==> config.mk <==
export PLATFORM = sky130hd
export DESIGN_NAME = time_set_ctl
export DESIGN_NICKNAME = d
export VERILOG_FILES = /design/src/rtl/time_set_ctl.sv
export SDC_FILE = /design/constraint.sdc
export NUM_CORES = 1
export LEC_CHECK = 0
export CAP_MARGIN = 10
export CORE_MARGIN = 2
export CORE_UTILIZATION = 40
export DETAILED_ROUTE_END_ITERATION = 10
export HOLD_SLACK_MARGIN = 0.12
export RECOVER_POWER = 50
export SLEW_MARGIN = 20
export SYNTH_ARGS = -nofsm -noshare
export SYNTH_HDL_FRONTEND = slang
export SYNTH_SLANG_ARGS = --single-unit
==> constraint.sdc <==
create_clock -name clk -period 5.4 [get_ports clk]
set_input_delay 1.08 -clock clk [delete_from_list [all_inputs] [get_ports clk]]
set_output_delay 1.08 -clock clk [all_outputs]
set_load 0.1 [all_outputs]
==> src/rtl/time_set_ctl.sv <==
// ---------------------------------------------------------------------------
// time_set_ctl
//
// Front-panel controller for setting the time on the digital clock.
//
// Two raw pushbuttons (mode, up) are synchronised and debounced. A debounced
// 0->1 transition is a press event. Releases produce no event. The mode button
// steps a RUN -> SET_HR -> SET_MIN -> RUN cycle. The up button issues
// single-cycle advance pulses to the clock core for the field being set.
// Holding the up button auto-repeats: the first repeat comes HOLD_CYCLES after
// the accepted press, and later repeats come every REPEAT_CYCLES.
//
// While a field is being set, its digits blink. The blank phase toggles every
// BLINK_CYCLES. The phase restarts visible on mode entry and on every advance
// pulse, so the digits stay lit while they are being adjusted. After
// TIMEOUT_CYCLES with no press or pulse, the controller drops back to RUN.
//
// Ports
//   clk        in   system clock, all state on the rising edge
//   rst        in   synchronous, active-high reset
//   btn_mode   in   raw mode button (asynchronous, active-high)
//   btn_up     in   raw advance button (asynchronous, active-high)
//   adv_hr     out  1-cycle pulse: advance hours by one
//   adv_min    out  1-cycle pulse: advance minutes by one
//   mode       out  0 RUN, 1 SET_HR, 2 SET_MIN
//   set_active out  high when mode != RUN
//   blank_hr   out  blank hour digits this cycle
//   blank_min  out  blank minute digits this cycle
//
// Every output comes straight from a flop. No combinational path exists from
// btn_* to any output.
// ---------------------------------------------------------------------------
module time_set_ctl #(
    parameter int unsigned DB_CYCLES      = 1_000_000,
    parameter int unsigned HOLD_CYCLES    = 50_000_000,
    parameter int unsigned REPEAT_CYCLES  = 10_000_000,
    parameter int unsigned BLINK_CYCLES   = 25_000_000,
    parameter int unsigned TIMEOUT_CYCLES = 1_000_000_000
) (
    input  logic       clk,
    input  logic       rst,
    input  logic       btn_mode,
    input  logic       btn_up,
    output logic       adv_hr,
    output logic       adv_min,
    output logic [1:0] mode,
    output logic       set_active,
    output logic       blank_hr,
    output logic       blank_min
);

    localparam logic [1:0] MODE_RUN     = 2'd0;
    localparam logic [1:0] MODE_SET_HR  = 2'd1;
    localparam logic [1:0] MODE_SET_MIN = 2'd2;

    localparam int unsigned REP_MAX = (HOLD_CYCLES > REPEAT_CYCLES) ? HOLD_CYCLES : REPEAT_CYCLES;

    localparam int DB_W    = (DB_CYCLES    > 1) ? $clog2(DB_CYCLES)    : 1;
    localparam int REP_W   = (REP_MAX      > 1) ? $clog2(REP_MAX)      : 1;
    localparam int BLINK_W = (BLINK_CYCLES > 1) ? $clog2(BLINK_CYCLES) : 1;
    localparam int TO_W    = 32;

    // Terminal counts. Each counter starts at 0 on the cycle its interval
    // begins. It fires on the cycle where the registered count equals N-1,
    // which is exactly N cycles later.
    localparam logic [DB_W-1:0]    DB_LAST      = DB_W'(DB_CYCLES - 1);
    localparam logic [REP_W-1:0]   HOLD_LAST    = REP_W'(HOLD_CYCLES - 1);
    localparam logic [REP_W-1:0]   REPEAT_LAST  = REP_W'(REPEAT_CYCLES - 1);
    localparam logic [BLINK_W-1:0] BLINK_LAST   = BLINK_W'(BLINK_CYCLES - 1);
    localparam logic [TO_W-1:0]    TIMEOUT_LAST = TO_W'(TIMEOUT_CYCLES - 1);

    // -----------------------------------------------------------------------
    // Button input path: index 0 = mode, index 1 = up
    // -----------------------------------------------------------------------
    logic [1:0] btn_raw;
    logic [1:0] press_ev;   // registered single-cycle press events
    logic       db_up;      // debounced level of the up button

    assign btn_raw = {btn_up, btn_mode};

    generate
        for (genvar gi = 0; gi < 2; gi++) begin : g_btn
            logic            sync1_reg;
            logic            sync2_reg;
            logic            db_reg;
            logic            press_reg;
            logic [DB_W-1:0] db_cnt_reg;

            // The debounced level flips after DB_CYCLES consecutive
            // synchronised samples that disagree with it. Any agreeing sample
            // restarts the count. A press is flagged on the same edge as a
            // 0->1 flip, so the control logic sees it one cycle later.
            always_ff @(posedge clk) begin
                if (rst) begin
                    sync1_reg  <= 1'b0;
                    sync2_reg  <= 1'b0;
                    db_reg     <= 1'b0;
                    press_reg  <= 1'b0;
                    db_cnt_reg <= '0;
                end else begin
                    sync1_reg <= btn_raw[gi];
                    sync2_reg <= sync1_reg;
                    press_reg <= 1'b0;
                    if (sync2_reg != db_reg) begin
                        if (db_cnt_reg == DB_LAST) begin
                            db_reg     <= sync2_reg;
                            db_cnt_reg <= '0;
                            press_reg  <= sync2_reg;
                        end else begin
                            db_cnt_reg <= db_cnt_reg + DB_W'(1);
                        end
                    end else begin
                        db_cnt_reg <= '0;
                    end
                end
            end

            assign press_ev[gi] = press_reg;

            // Only the up button's level matters beyond its press event
            // (it gates auto-repeat).
            if (gi == 1) begin : g_up_level
                assign db_up = db_reg;
            end
        end
    endgenerate

    logic mode_press;
    logic up_press;

    assign mode_press = press_ev[0];
    assign up_press   = press_ev[1];

    // -----------------------------------------------------------------------
    // Control state
    // -----------------------------------------------------------------------
    logic [1:0]         mode_reg,       mode_next;
    logic [TO_W-1:0]    to_cnt_reg,     to_cnt_next;
    logic               rep_active_reg, rep_active_next;
    logic               rep_first_reg,  rep_first_next;
    logic [REP_W-1:0]   rep_cnt_reg,    rep_cnt_next;
    logic [BLINK_W-1:0] blink_cnt_reg,  blink_cnt_next;
    logic               phase_reg,      phase_next;
    logic               adv_hr_reg,     adv_hr_next;
    logic               adv_min_reg,    adv_min_next;
    logic               set_active_reg, set_active_next;
    logic               blank_hr_reg,   blank_hr_next;
    logic               blank_min_reg,  blank_min_next;

    // Event priority within one cycle:
    //   mode press > accepted up press > repeat pulse > inactivity timeout.
    // A mode press swallows a coincident up press. It also swallows a
    // coincident repeat pulse, because the field being set is about to change.
    logic             in_set;
    logic             up_accept;
    logic             rep_pulse;
    logic             adv_any;
    logic             timeout_hit;
    logic [REP_W-1:0] rep_limit;

    assign in_set      = (mode_reg != MODE_RUN);
    assign up_accept   = up_press & in_set & ~mode_press;
    assign rep_limit   = rep_first_reg ? HOLD_LAST : REPEAT_LAST;
    assign rep_pulse   = rep_active_reg & db_up & in_set & ~mode_press
                         & (rep_cnt_reg == rep_limit);
    assign adv_any     = up_accept | rep_pulse;
    assign timeout_hit = in_set & ~mode_press & ~adv_any
                         & (to_cnt_reg == TIMEOUT_LAST);

    // State register
    always_ff @(posedge clk) begin
        if (rst) begin
            mode_reg       <= MODE_RUN;
            to_cnt_reg     <= '0;
            rep_active_reg <= 1'b0;
            rep_first_reg  <= 1'b0;
            rep_cnt_reg    <= '0;
            blink_cnt_reg  <= '0;
            phase_reg      <= 1'b0;
            adv_hr_reg     <= 1'b0;
            adv_min_reg    <= 1'b0;
            set_active_reg <= 1'b0;
            blank_hr_reg   <= 1'b0;
            blank_min_reg  <= 1'b0;
        end else begin
            mode_reg       <= mode_next;
            to_cnt_reg     <= to_cnt_next;
            rep_active_reg <= rep_active_next;
            rep_first_reg  <= rep_first_next;
            rep_cnt_reg    <= rep_cnt_next;
            blink_cnt_reg  <= blink_cnt_next;
            phase_reg      <= phase_next;
            adv_hr_reg     <= adv_hr_next;
            adv_min_reg    <= adv_min_next;
            set_active_reg <= set_active_next;
            blank_hr_reg   <= blank_hr_next;
            blank_min_reg  <= blank_min_next;
        end
    end

    // Next-state logic: mode FSM, repeat, inactivity and blink timers
    always_comb begin
        mode_next       = mode_reg;
        to_cnt_next     = to_cnt_reg;
        rep_active_next = rep_active_reg;
        rep_first_next  = rep_first_reg;
        rep_cnt_next    = rep_cnt_reg;
        blink_cnt_next  = blink_cnt_reg;
        phase_next      = phase_reg;

        if (mode_press) begin
            case (mode_reg)
                MODE_RUN:    mode_next = MODE_SET_HR;
                MODE_SET_HR: mode_next = MODE_SET_MIN;
                default:     mode_next = MODE_RUN;
            endcase
        end else if (timeout_hit) begin
            mode_next = MODE_RUN;
        end

        // Auto-repeat. Any mode change cancels it. A fresh release and
        // re-press is then needed before pulses resume.
        if (mode_press || (mode_next == MODE_RUN)) begin
            rep_active_next = 1'b0;
            rep_first_next  = 1'b0;
            rep_cnt_next    = '0;
        end else if (up_accept) begin
            rep_active_next = 1'b1;
            rep_first_next  = 1'b1;
            rep_cnt_next    = '0;
        end else if (rep_active_reg) begin
            if (!db_up) begin
                rep_active_next = 1'b0;
                rep_first_next  = 1'b0;
                rep_cnt_next    = '0;
            end else if (rep_pulse) begin
                rep_first_next = 1'b0;
                rep_cnt_next   = '0;
            end else begin
                rep_cnt_next = rep_cnt_reg + REP_W'(1);
            end
        end

        // Inactivity counter. It is held at 0 in RUN and restarts on any
        // activity.
        if ((mode_next == MODE_RUN) || mode_press || adv_any) begin
            to_cnt_next = '0;
        end else begin
            to_cnt_next = to_cnt_reg + TO_W'(1);
        end

        // Blink phase. Restart visible on mode entry and on each advance.
        if ((mode_next == MODE_RUN) || mode_press || adv_any) begin
            blink_cnt_next = '0;
            phase_next     = 1'b0;
        end else if (blink_cnt_reg == BLINK_LAST) begin
            blink_cnt_next = '0;
            phase_next     = ~phase_reg;
        end else begin
            blink_cnt_next = blink_cnt_reg + BLINK_W'(1);
        end
    end

    // Output logic: next values of the registered outputs
    always_comb begin
        adv_hr_next     = adv_any & (mode_reg == MODE_SET_HR);
        adv_min_next    = adv_any & (mode_reg == MODE_SET_MIN);
        set_active_next = (mode_next != MODE_RUN);
        blank_hr_next   = (mode_next == MODE_SET_HR)  & phase_next;
        blank_min_next  = (mode_next == MODE_SET_MIN) & phase_next;
    end

    assign mode       = mode_reg;
    assign adv_hr     = adv_hr_reg;
    assign adv_min    = adv_min_reg;
    assign set_active = set_active_reg;
    assign blank_hr   = blank_hr_reg;
    assign blank_min  = blank_min_reg;

endmodule

==> run summary <==
CTS Root Buffer Type - clkbuf_16
Placed Instances - 984
Main synth FF type - dfxtp_1
DIE WIDTH - 132 µm
TNS Setup - 0 ns
Post-synthesis sequential area ratio - 42.9%
Asr flop ratio synth - 0%
Power per cell area - 311 mW/mm²
Max reg flops - 40
Hold Buf Count CTS - 0
Largest net degree at the start of global routing - 36
Flops & latches, synth - 141
Crit Path Category - register to register
Gpl congestion - 0.768
Final Core Density - 46.2%
Yosys top cell area share - 42.9%
Vias/cell - 5.23
Worst hold path class - register to register
Vias in the first global route - 4855
CP Capture Type - register
CTS resizes - 0
Final Critical Period - 3.48 ns
Antenna cells - 0
First-pass DRT Iterations - 5
Rows - 46
Post-synthesis cell type count - 53
CTS Sinks - 141
Die ar. - 0.0175 mm²
Worst-skew pair later-pin latency - 0.42 ns
Synthesized cell area - 0.00657 mm²
Antenna-violating nets left - 0
Synth Net Count - 801
First-pass GRT wire length - 23000 µm
RSZ-0062 raised after global routing - false
Peak VDD IR - 225 µV
Worst Setup Start Kind - register
LEAKAGE - 2.03 nW
DRC - 0
Final hold vios - 0
Slew Limit Fails - 36
Largest delay share family, worst path - simple AND/OR/NAND/NOR gates
Final Skew - 0.00866 ns
Period utilization - 64.5%
Clock tree buffer depth - 2
Crit-path cells - ha_1, and4_1, nand3_1, or4_1, or3b_1, clkbuf_1, nor2_1
Overflow after GRT - 0
Fmax - 0.287 GHz
Final setup vio count - 0
Failing checks - capacitance limit, slew limit
CP arrival - 3.73 ns
Wirelength per Cell - 13.1 µm
# Post-CTS Setup Buffers - 0
Port Buffers - 10
Post-synth top area cell - dfxtp_1
Fraction of layout cells with a size suffix above 1 - 4.63%
# IOs - 11
CTS tree - built
Layout Area Growth over Synthesis - 12.4%
CP required - 5.65 ns
H-tree depth - 4
Worst hold margin - 0.434 ns
Post-synth EDFFs - 0
Via count - 5315
Total wire length - 13300 µm
Synth area leaders - dfxtp_1, xnor2_1, nor2_1
Critical path buffers and inverters - 1
Detailed Place HPWL - 8610 µm
Syn avg cell area - 8.30 µm²
Initial Util - 41.1%
Outcome - complete, but fails checks
DIE HEIGHT - 132 µm
Relative slew margins - -2.60%
Finished Layout Cells - 1016
GRT Resource Usage Total - 15.8%
Clk slew on worst S/H paths - 0.06 ns
Antenna violations before repair - 0
Core box area - 0.0160 mm²
MaxCap Viol Count - 1
Yosys warns - 0
Initial drt markers - 342
Slowest CP cell - clkbuf_1
Least-Margin Pin Slew - 1.54 ns
Post-synthesis cell count - 792
Total CTS buffers - 17
Worst path max stage delay - 1.11 ns
Critical-path maximum fanout - 35
Total Nets Final - 796
Overall power - 0.00230 W
==> logic make-up after synthesis <==
group                    Yosys count  share of synthesized area [%]
AO/OA/AOI/OAI                     54                           5.52
XOR/XNOR                          92                           12.3
adder cells (fa/ha/maj)            5                          0.952
buffers and inverters             58                           4.23
flip-flops                       141                           42.9
multiplexers                       2                          0.305
AND/OR/NAND/NOR                  440                           33.8
==> worst reg2reg max path, delay by kind of cell (launching register included) <==
kind | cells | cell delay, ns
adders and majority gates | 1 | 0.29
and+or+nand+nor | 5 | 1.49
buffers and inverters | 1 | 1.11
DFF | 1 | 0.42
==> per-stage QoR <==
| stage | setup slack (ns) | area, µm² |
|---|---|---|
| 2_1_floorplan | 2.78 | 6570 |
| 3_3_place_gp | 2.05 | 6770 |
| 3_5_place_dp | 1.99 | 6770 |
| 4_1_cts | 2.22 | 7410 |
| 5_1_grt | 1.60 | 7390 |
| 6_report | 1.92 | 7390 |
==> power by group <==
part | switching [W] | leakage [nW] | internal, W | total [W]
Sequential | 0.00000130 | 1.14 | 0.00104 | 0.00104
Combinational | 0.00000530 | 0.590 | 0.00000352 | 0.00000881
Clock | 0.000435 | 0.302 | 0.000808 | 0.00124
==> path summary, 6_finish.rpt <==
path / depth (start not counted) / slack (ns) / to / start
max: 7 / 1.92 / to_cnt_reg[14]$_SDFF_PP0_ / to_cnt_reg[0]$_SDFF_PP0_
max reg2reg: 7 / 1.92 / to_cnt_reg[14]$_SDFF_PP0_ / to_cnt_reg[0]$_SDFF_PP0_
min: 1 / 0.43 / g_btn[1].sync2_reg$_SDFF_PP0_ / g_btn[1].sync1_reg$_SDFF_PP0_
min reg2reg: 1 / 0.43 / g_btn[1].sync2_reg$_SDFF_PP0_ / g_btn[1].sync1_reg$_SDFF_PP0_
==> cells in the mapped netlist (4+ instances only) <==
library cell,number
a21oi_1,12
a31oi_1,20
and2_1,4
and3_1,12
and4_1,12
buf_2,6
buf_4,4
buf_6,5
clkbuf_1,20
dfxtp_1,141
ha_1,5
inv_1,21
nand2_1,68
nand2b_1,4
nand3_1,48
nand4_1,47
nor2_1,146
nor2b_1,6
nor3_1,29
nor4_1,25
o21ai_0,6
or3_1,11
or4_1,9
xnor2_1,72
xor2_1,20
==> metal layers <==
| layer | GRT usage (%) | share of wire [%] |
|---|---|---|
| met5 | 0 | 0 |
| met4 | 5.02 | 1.1 |
| met3 | 4.27 | 3.6 |
| met2 | 24.4 | 44 |
| met1 | 21.4 | 52 |
==> area by class of cell <==
type,count,area [µm²]
Timing Repair Buffer,12,108
Inverter,22,82.6
Clock buffer,22,474
Sequential cell,141,2820
Tap cell,216,270
Multi-Input combinational cell,593,3470
Clock inverter,10,161
Fill cell,1618,8610
==> placed cells by master, fill, tap and decap left out, types with 4 or more instances in the layout <==
cell and count:
or4_1 9, o21ai_0 6, ha_1 5, bufinv_16 4, inv_1 21, nand3_1 48, nor3_1 29, xor2_1 20
nor4_1 25, nor2b_1 6, nand2b_1 4, and2_1 4, nand2_1 68, a31oi_1 20, and3_1 12, clkbuf_1 4
nor2_1 146, a21oi_1 12, clkbuf_16 17, and4_1 12, nand4_1 47, xnor2_1 72, or3_1 11, dfxtp_1 141
clkdlybuf4s50_1 9
No activity file was read; power rests on OpenSTA's default activity.
